===== src/rtl/ppu_vram_port.sv =====
// CPU-side PPUADDR/PPUDATA port in front of the 2 KB nametable VRAM: address register,
// two-write latch, nametable mirroring, buffered reads and auto-increment.
module ppu_vram_port (
    input  logic        clk_in,
    input  logic        rst_n_in,
    input  logic        cpu_en_in,
    input  logic        cpu_r_nw_in,
    input  logic        cpu_sel_in,
    input  logic [7:0]  cpu_d_in,
    output logic [7:0]  cpu_d_out,
    input  logic        latch_clr_in,
    input  logic        inc32_in,
    input  logic        mirror_v_in,
    output logic        busy_out,
    output logic        vram_en_out,
    output logic        vram_r_nw_out,
    output logic [10:0] vram_a_out,
    output logic [7:0]  vram_d_out,
    input  logic [7:0]  vram_d_in
);

    typedef enum logic [1:0] {
        ST_IDLE    = 2'd0,
        ST_WR      = 2'd1,
        ST_RD_ADDR = 2'd2,
        ST_RD_CAP  = 2'd3
    } state_t;

    function automatic logic [10:0] map_vram_addr(input logic [13:0] v, input logic mirror_v);
        logic [10:0] a;
        if (mirror_v) begin
            a = {v[10], v[9:0]};
        end else begin
            a = {v[11], v[9:0]};
        end
        return a;
    endfunction

    // 0x2000..0x3EFF: bit 13 set and not in the 0x3F00 palette page
    function automatic logic in_nametable(input logic [13:0] v);
        return v[13] && (v[12:8] != 5'h1F);
    endfunction

    state_t      state_r;
    state_t      state_nxt_s;
    logic [13:0] v_r;
    logic [13:0] v_nxt_s;
    logic        w_r;
    logic        w_nxt_s;
    logic        w_eff_s;
    logic [7:0]  rbuf_r;
    logic [7:0]  rbuf_nxt_s;
    logic [7:0]  cpu_d_r;
    logic [7:0]  cpu_d_nxt_s;
    logic [10:0] tgt_a_r;
    logic [10:0] tgt_a_nxt_s;
    logic        tgt_ok_r;
    logic        tgt_ok_nxt_s;
    logic [7:0]  wdata_r;
    logic [7:0]  wdata_nxt_s;
    logic        inc32_r;
    logic        inc32_nxt_s;
    logic [13:0] step_s;
    logic        accept_s;

    logic        vram_en_r;
    logic        vram_en_s;
    logic        vram_r_nw_r;
    logic        vram_r_nw_s;
    logic [10:0] vram_a_r;
    logic [10:0] vram_a_s;
    logic [7:0]  vram_d_r;
    logic [7:0]  vram_d_s;
    logic        busy_r;
    logic        busy_s;

    assign accept_s = cpu_en_in && (state_r == ST_IDLE);
    assign step_s   = inc32_r ? 14'd32 : 14'd1;
    assign w_eff_s  = latch_clr_in ? 1'b0 : w_r;

    // State register
    always_ff @(posedge clk_in or negedge rst_n_in) begin
        if (!rst_n_in) begin
            state_r <= ST_IDLE;
        end else begin
            state_r <= state_nxt_s;
        end
    end

    // Next-state: PPUDATA strobes start an access, which then runs to completion
    always_comb begin
        state_nxt_s = ST_IDLE;
        case (state_r)
            ST_IDLE: begin
                if (accept_s && cpu_sel_in) begin
                    state_nxt_s = cpu_r_nw_in ? ST_RD_ADDR : ST_WR;
                end else begin
                    state_nxt_s = ST_IDLE;
                end
            end
            ST_WR:      state_nxt_s = ST_IDLE;
            ST_RD_ADDR: state_nxt_s = ST_RD_CAP;
            ST_RD_CAP:  state_nxt_s = ST_IDLE;
            default:    state_nxt_s = ST_IDLE;
        endcase
    end

    // Datapath next values: address register, latch, read buffer and access target
    always_comb begin
        v_nxt_s      = v_r;
        w_nxt_s      = w_eff_s;
        rbuf_nxt_s   = rbuf_r;
        cpu_d_nxt_s  = cpu_d_r;
        tgt_a_nxt_s  = tgt_a_r;
        tgt_ok_nxt_s = tgt_ok_r;
        wdata_nxt_s  = wdata_r;
        inc32_nxt_s  = inc32_r;
        if (accept_s && !cpu_sel_in && !cpu_r_nw_in) begin
            if (!w_eff_s) begin
                v_nxt_s = {cpu_d_in[5:0], v_r[7:0]};
                w_nxt_s = 1'b1;
            end else begin
                v_nxt_s = {v_r[13:8], cpu_d_in};
                w_nxt_s = 1'b0;
            end
        end else if (accept_s && cpu_sel_in) begin
            // Target is frozen here so mirroring changes mid-access are harmless
            tgt_a_nxt_s  = map_vram_addr(v_r, mirror_v_in);
            tgt_ok_nxt_s = in_nametable(v_r);
            wdata_nxt_s  = cpu_d_in;
            inc32_nxt_s  = inc32_in;
            if (cpu_r_nw_in) begin
                cpu_d_nxt_s = rbuf_r;
            end else begin
                cpu_d_nxt_s = cpu_d_r;
            end
        end else if (state_r == ST_WR) begin
            v_nxt_s = v_r + step_s;
        end else if (state_r == ST_RD_CAP) begin
            v_nxt_s    = v_r + step_s;
            rbuf_nxt_s = tgt_ok_r ? vram_d_in : 8'h00;
        end else begin
            v_nxt_s = v_r;
        end
    end

    // Datapath registers
    always_ff @(posedge clk_in or negedge rst_n_in) begin
        if (!rst_n_in) begin
            v_r      <= 14'h0000;
            w_r      <= 1'b0;
            rbuf_r   <= 8'h00;
            cpu_d_r  <= 8'h00;
            tgt_a_r  <= 11'h000;
            tgt_ok_r <= 1'b0;
            wdata_r  <= 8'h00;
            inc32_r  <= 1'b0;
        end else begin
            v_r      <= v_nxt_s;
            w_r      <= w_nxt_s;
            rbuf_r   <= rbuf_nxt_s;
            cpu_d_r  <= cpu_d_nxt_s;
            tgt_a_r  <= tgt_a_nxt_s;
            tgt_ok_r <= tgt_ok_nxt_s;
            wdata_r  <= wdata_nxt_s;
            inc32_r  <= inc32_nxt_s;
        end
    end

    // Outputs decoded from the next state so they can be registered without extra latency
    always_comb begin
        vram_en_s   = 1'b0;
        vram_r_nw_s = 1'b1;
        vram_a_s    = 11'h000;
        vram_d_s    = 8'h00;
        busy_s      = 1'b0;
        case (state_nxt_s)
            ST_IDLE: begin
                busy_s = 1'b0;
            end
            ST_WR: begin
                busy_s = 1'b1;
                if (tgt_ok_nxt_s) begin
                    vram_en_s   = 1'b1;
                    vram_r_nw_s = 1'b0;
                    vram_a_s    = tgt_a_nxt_s;
                    vram_d_s    = wdata_nxt_s;
                end else begin
                    vram_en_s   = 1'b0;
                end
            end
            ST_RD_ADDR, ST_RD_CAP: begin
                busy_s = 1'b1;
                if (tgt_ok_nxt_s) begin
                    vram_en_s = 1'b1;
                    vram_a_s  = tgt_a_nxt_s;
                end else begin
                    vram_en_s = 1'b0;
                end
            end
            default: begin
                busy_s = 1'b0;
            end
        endcase
    end

    // Output registers
    always_ff @(posedge clk_in or negedge rst_n_in) begin
        if (!rst_n_in) begin
            vram_en_r   <= 1'b0;
            vram_r_nw_r <= 1'b1;
            vram_a_r    <= 11'h000;
            vram_d_r    <= 8'h00;
            busy_r      <= 1'b0;
        end else begin
            vram_en_r   <= vram_en_s;
            vram_r_nw_r <= vram_r_nw_s;
            vram_a_r    <= vram_a_s;
            vram_d_r    <= vram_d_s;
            busy_r      <= busy_s;
        end
    end

    assign cpu_d_out     = cpu_d_r;
    assign busy_out      = busy_r;
    assign vram_en_out   = vram_en_r;
    assign vram_r_nw_out = vram_r_nw_r;
    assign vram_a_out    = vram_a_r;
    assign vram_d_out    = vram_d_r;

endmodule

===== config.mk =====
export PLATFORM = sky130hd
export DESIGN_NAME = ppu_vram_port
export DESIGN_NICKNAME = d
export VERILOG_FILES = /design/src/rtl/ppu_vram_port.sv
export SDC_FILE = /design/constraint.sdc
export NUM_CORES = 1
export LEC_CHECK = 0
export CAP_MARGIN = 15
export CORE_MARGIN = 10
export CORE_UTILIZATION = 45
export DETAILED_ROUTE_END_ITERATION = 8
export PLACE_DENSITY = 0.72
export SETUP_SLACK_MARGIN = 0.5
export SKIP_CTS_REPAIR_TIMING = 1
export SLEW_MARGIN = 20
export SYNTH_ARGS = -nofsm -noshare
export SYNTH_HDL_FRONTEND = slang
export SYNTH_SLANG_ARGS = --single-unit

===== constraint.sdc =====
create_clock -name clk_in -period 7.4 [get_ports clk_in]
set_clock_uncertainty 0.2 [all_clocks]
set_input_delay 0.74 -clock clk_in [delete_from_list [all_inputs] [get_ports clk_in]]
set_output_delay 0.74 -clock clk_in [all_outputs]
set_load 0.05 [all_outputs]

==> qor.txt <==
sw frac = 0.404
Final period util = 0.476
# DRC = 0
CP Launch Type = primary input
worst-margin pin slew = 0.869 ns
CP max FO = 16
final setup violating endpoints = 0
fmax = 284 MHz
setup TNS = 0 ns
Initial DRC Count = 170
Mapped Avg Cell Area = 11.1 um^2
Root Buffer = clkbuf_8
peak supply drop = 0.122 mV
top cells by area, synth = dfrtp_1 55%, mux2_2 7.4%, nand2_1 4.1%
total iterations of the first detailed-routing run = 4
pin count of the biggest net entering global routing = 72
Max-Cap Viols = 0
slowest CP cell = clkdlybuf4s50_1
die area = 10800 um^2
crit-path cells = clkdlybuf4s50_1, or2_2, or2_1, inv_6, ha_1, a21o_1, nor4_1, or4b_1
Die Height = 104 um
fin nets = 362
RSZ-0062 raised after global routing = false
Int Pwr = 955 uW
Yosys top cell by area = dfrtp_1
Synth warnings = 0
max-slew violations = 0
leakage = 1.71 nW
synthesized flop and latch total = 71
CP peak stage delay = 0.63 ns
CP Capture Type = flip-flop
Syn Inst Count = 286
CP bufs+invs = 2
Reg clk slew, reported paths = 0.08 ns
first-pass GRT wire length = 12200 um
layout cells sized above 1 = 0.139
maximum clock path buffer count = 2
final period demand of the worst path = 3.52 ns
Hold Crit Class = flip-flop to flip-flop
most frequent cell after synthesis = dfrtp_1
sequential-to-total area share from yosys stat = 0.558
top_reg_cell synth = dfrtp_1
top cells by count, synth = 70 x dfrtp_1, 35 x nand2_1, 21 x mux2_2
drt total wl = 7250 um
CTS tree = done
port buffer count = 53
fillers = 603
RePlAce Congestion = 0.928
HPWL after detailed placement = 5270 um
status = finished clean
starting density of the core = 0.466
Die Width = 104 um
worst reg2reg path depth = 7
sequential share of power = 0.394
GRT Util Overall = 0.137
WHS Path Cells = 2
antenna violations before repair = 0
endpoints failing hold = 0
WP depth = 8
post-synth top area share = 0.550
hold_ws = 0.279 ns
post-synth cell types = 51
combinational power share = 0.406
aggregate global routing overflow = 0
io pins = 54
total core area = 6830 um^2
relative max-transition margin = 0.421
routed len/inst = 16.7 um
Antenna Nets Post-Route = 0
vias in the first global route = 2391
Post-Syn Area = 3190 um^2
cell row count = 30
Num CTS Buffers = 9
Power Dens Cells = 406 nW/um^2
P_sw = 646 uW
crit path DAT = 3.54 ns
Via density = 5.41
Post-Synthesis Net Count = 315
Async SR Flop Fraction = 1.00
CP required = 7.42 ns
DR vias = 2346
crit-path leading delay family = simple AND/OR/NAND/NOR gates
clock sink count = 71
area added between synthesis and finish = 23.9%
EDFF count, synth = 0
Clock Power Share = 0.200
WS Path Type = primary input to flip-flop
Clock Latency Late Sink = 0.36 ns
H-tree depth = 3
Inserted Diodes = 0
[worst paths after layout]
path	start	to	slack [ns]
setup / recovery	cpu_r_nw_in	v_r[11]	3.88
hold / removal	tgt_a_r[9]	tgt_a_r[9]	0.28
hold reg to reg	tgt_a_r[9]	tgt_a_r[9]	0.28
setup reg to reg	state_r[1]	v_r[11]	4.38
min in group asynchronous	rst_n_in	cpu_d_out[0]	0.37
max in group asynchronous	rst_n_in	wdata_r[5]	6.04
[cells in the final DEF (no fill, tap or decap), drive strengths merged, types with 4 or more instances in the layout]
cell / count
dfrtp: 70
nand2: 35
nor2: 5
inv: 14
mux2i: 4
a31oi: 6
nand3: 12
o21ai: 15
mux2: 21
a211oi: 5
clkbuf: 10
clkdlybuf4s50: 52
nor2b: 10
a21oi: 8
a21o: 4
nor4: 11
ha: 5
[layout make-up]
class	instances	area [um^2]	share of cell area
inverters	13	53.8	0.0136
clock buffers	10	138	0.0349
well taps	96	120	0.0304
repair buffers	54	533	0.135
multi-input cells	184	1250	0.318
clock inverters	6	68.8	0.0174
flip-flops and latches	71	1780	0.451
[sequential cells by signal, indices dropped and copies added (netlist names)]
name	flops
vram_en_out	1
rbuf_r	8
vram_r_nw_out	1
w_r	1
vram_a_out	11
tgt_ok_r	1
state_r	2
vram_d_out	8
v_r	14
tgt_a_r	11
busy_out	1
cpu_d_out	8
inc32_r	1
wdata_r	3
[stage by stage]
step,std cells,worst slack [ns],utilization,instance area (um^2),power (mW)
floorplan,286,4.48,-,3190,1.09
global placement,418,3.62,0.547,3730,1.27
detailed placement,418,3.52,0.547,3730,1.29
CTS,434,3.90,0.577,3940,1.61
global route,434,3.65,0.578,3950,1.70
finish,434,3.88,0.578,3950,1.60
[logic make-up (layout without fill, tap and decap cells)]
logic type,count (synthesis),after routing,synth area share
adder cells (fa/ha/maj),5,5,0.0196
multiplexers,25,25,0.0868
AO/OA/AOI/OAI,59,59,0.127
AND/OR/NAND/NOR,95,95,0.158
flip-flops,71,71,0.558
buffers and inverters,31,83,0.0499
[tightest hold or removal path: cells and delay by family (launching register included)]
| family | cells | cell delay (ns) |
|---|---|---|
| flip-flops | 1 | 0.33 |
| AND/OR/NAND/NOR | 2 | 0.12 |
[power groups by stage]
stage / logic, mW / clock network (mW) / registers (mW)
after floorplan: 0.328 / 0 / 0.766
after global placement: 0.642 / 0 / 0.632
after detailed placement: 0.652 / 0 / 0.637
after CTS: 0.653 / 0.325 / 0.630
after global routing: 0.709 / 0.343 / 0.652
final: 0.650 / 0.320 / 0.631
[routing by layer]
metal,vias up,track usage,share of wire
met5,-,0,0
met1,1130,0.178,0.45
met4,0,0.0577,0.026
met3,14,0.0390,0.051
li1,1118,-,-
met2,84,0.210,0.47
Note: power is estimated with default switching activity, not from simulation.
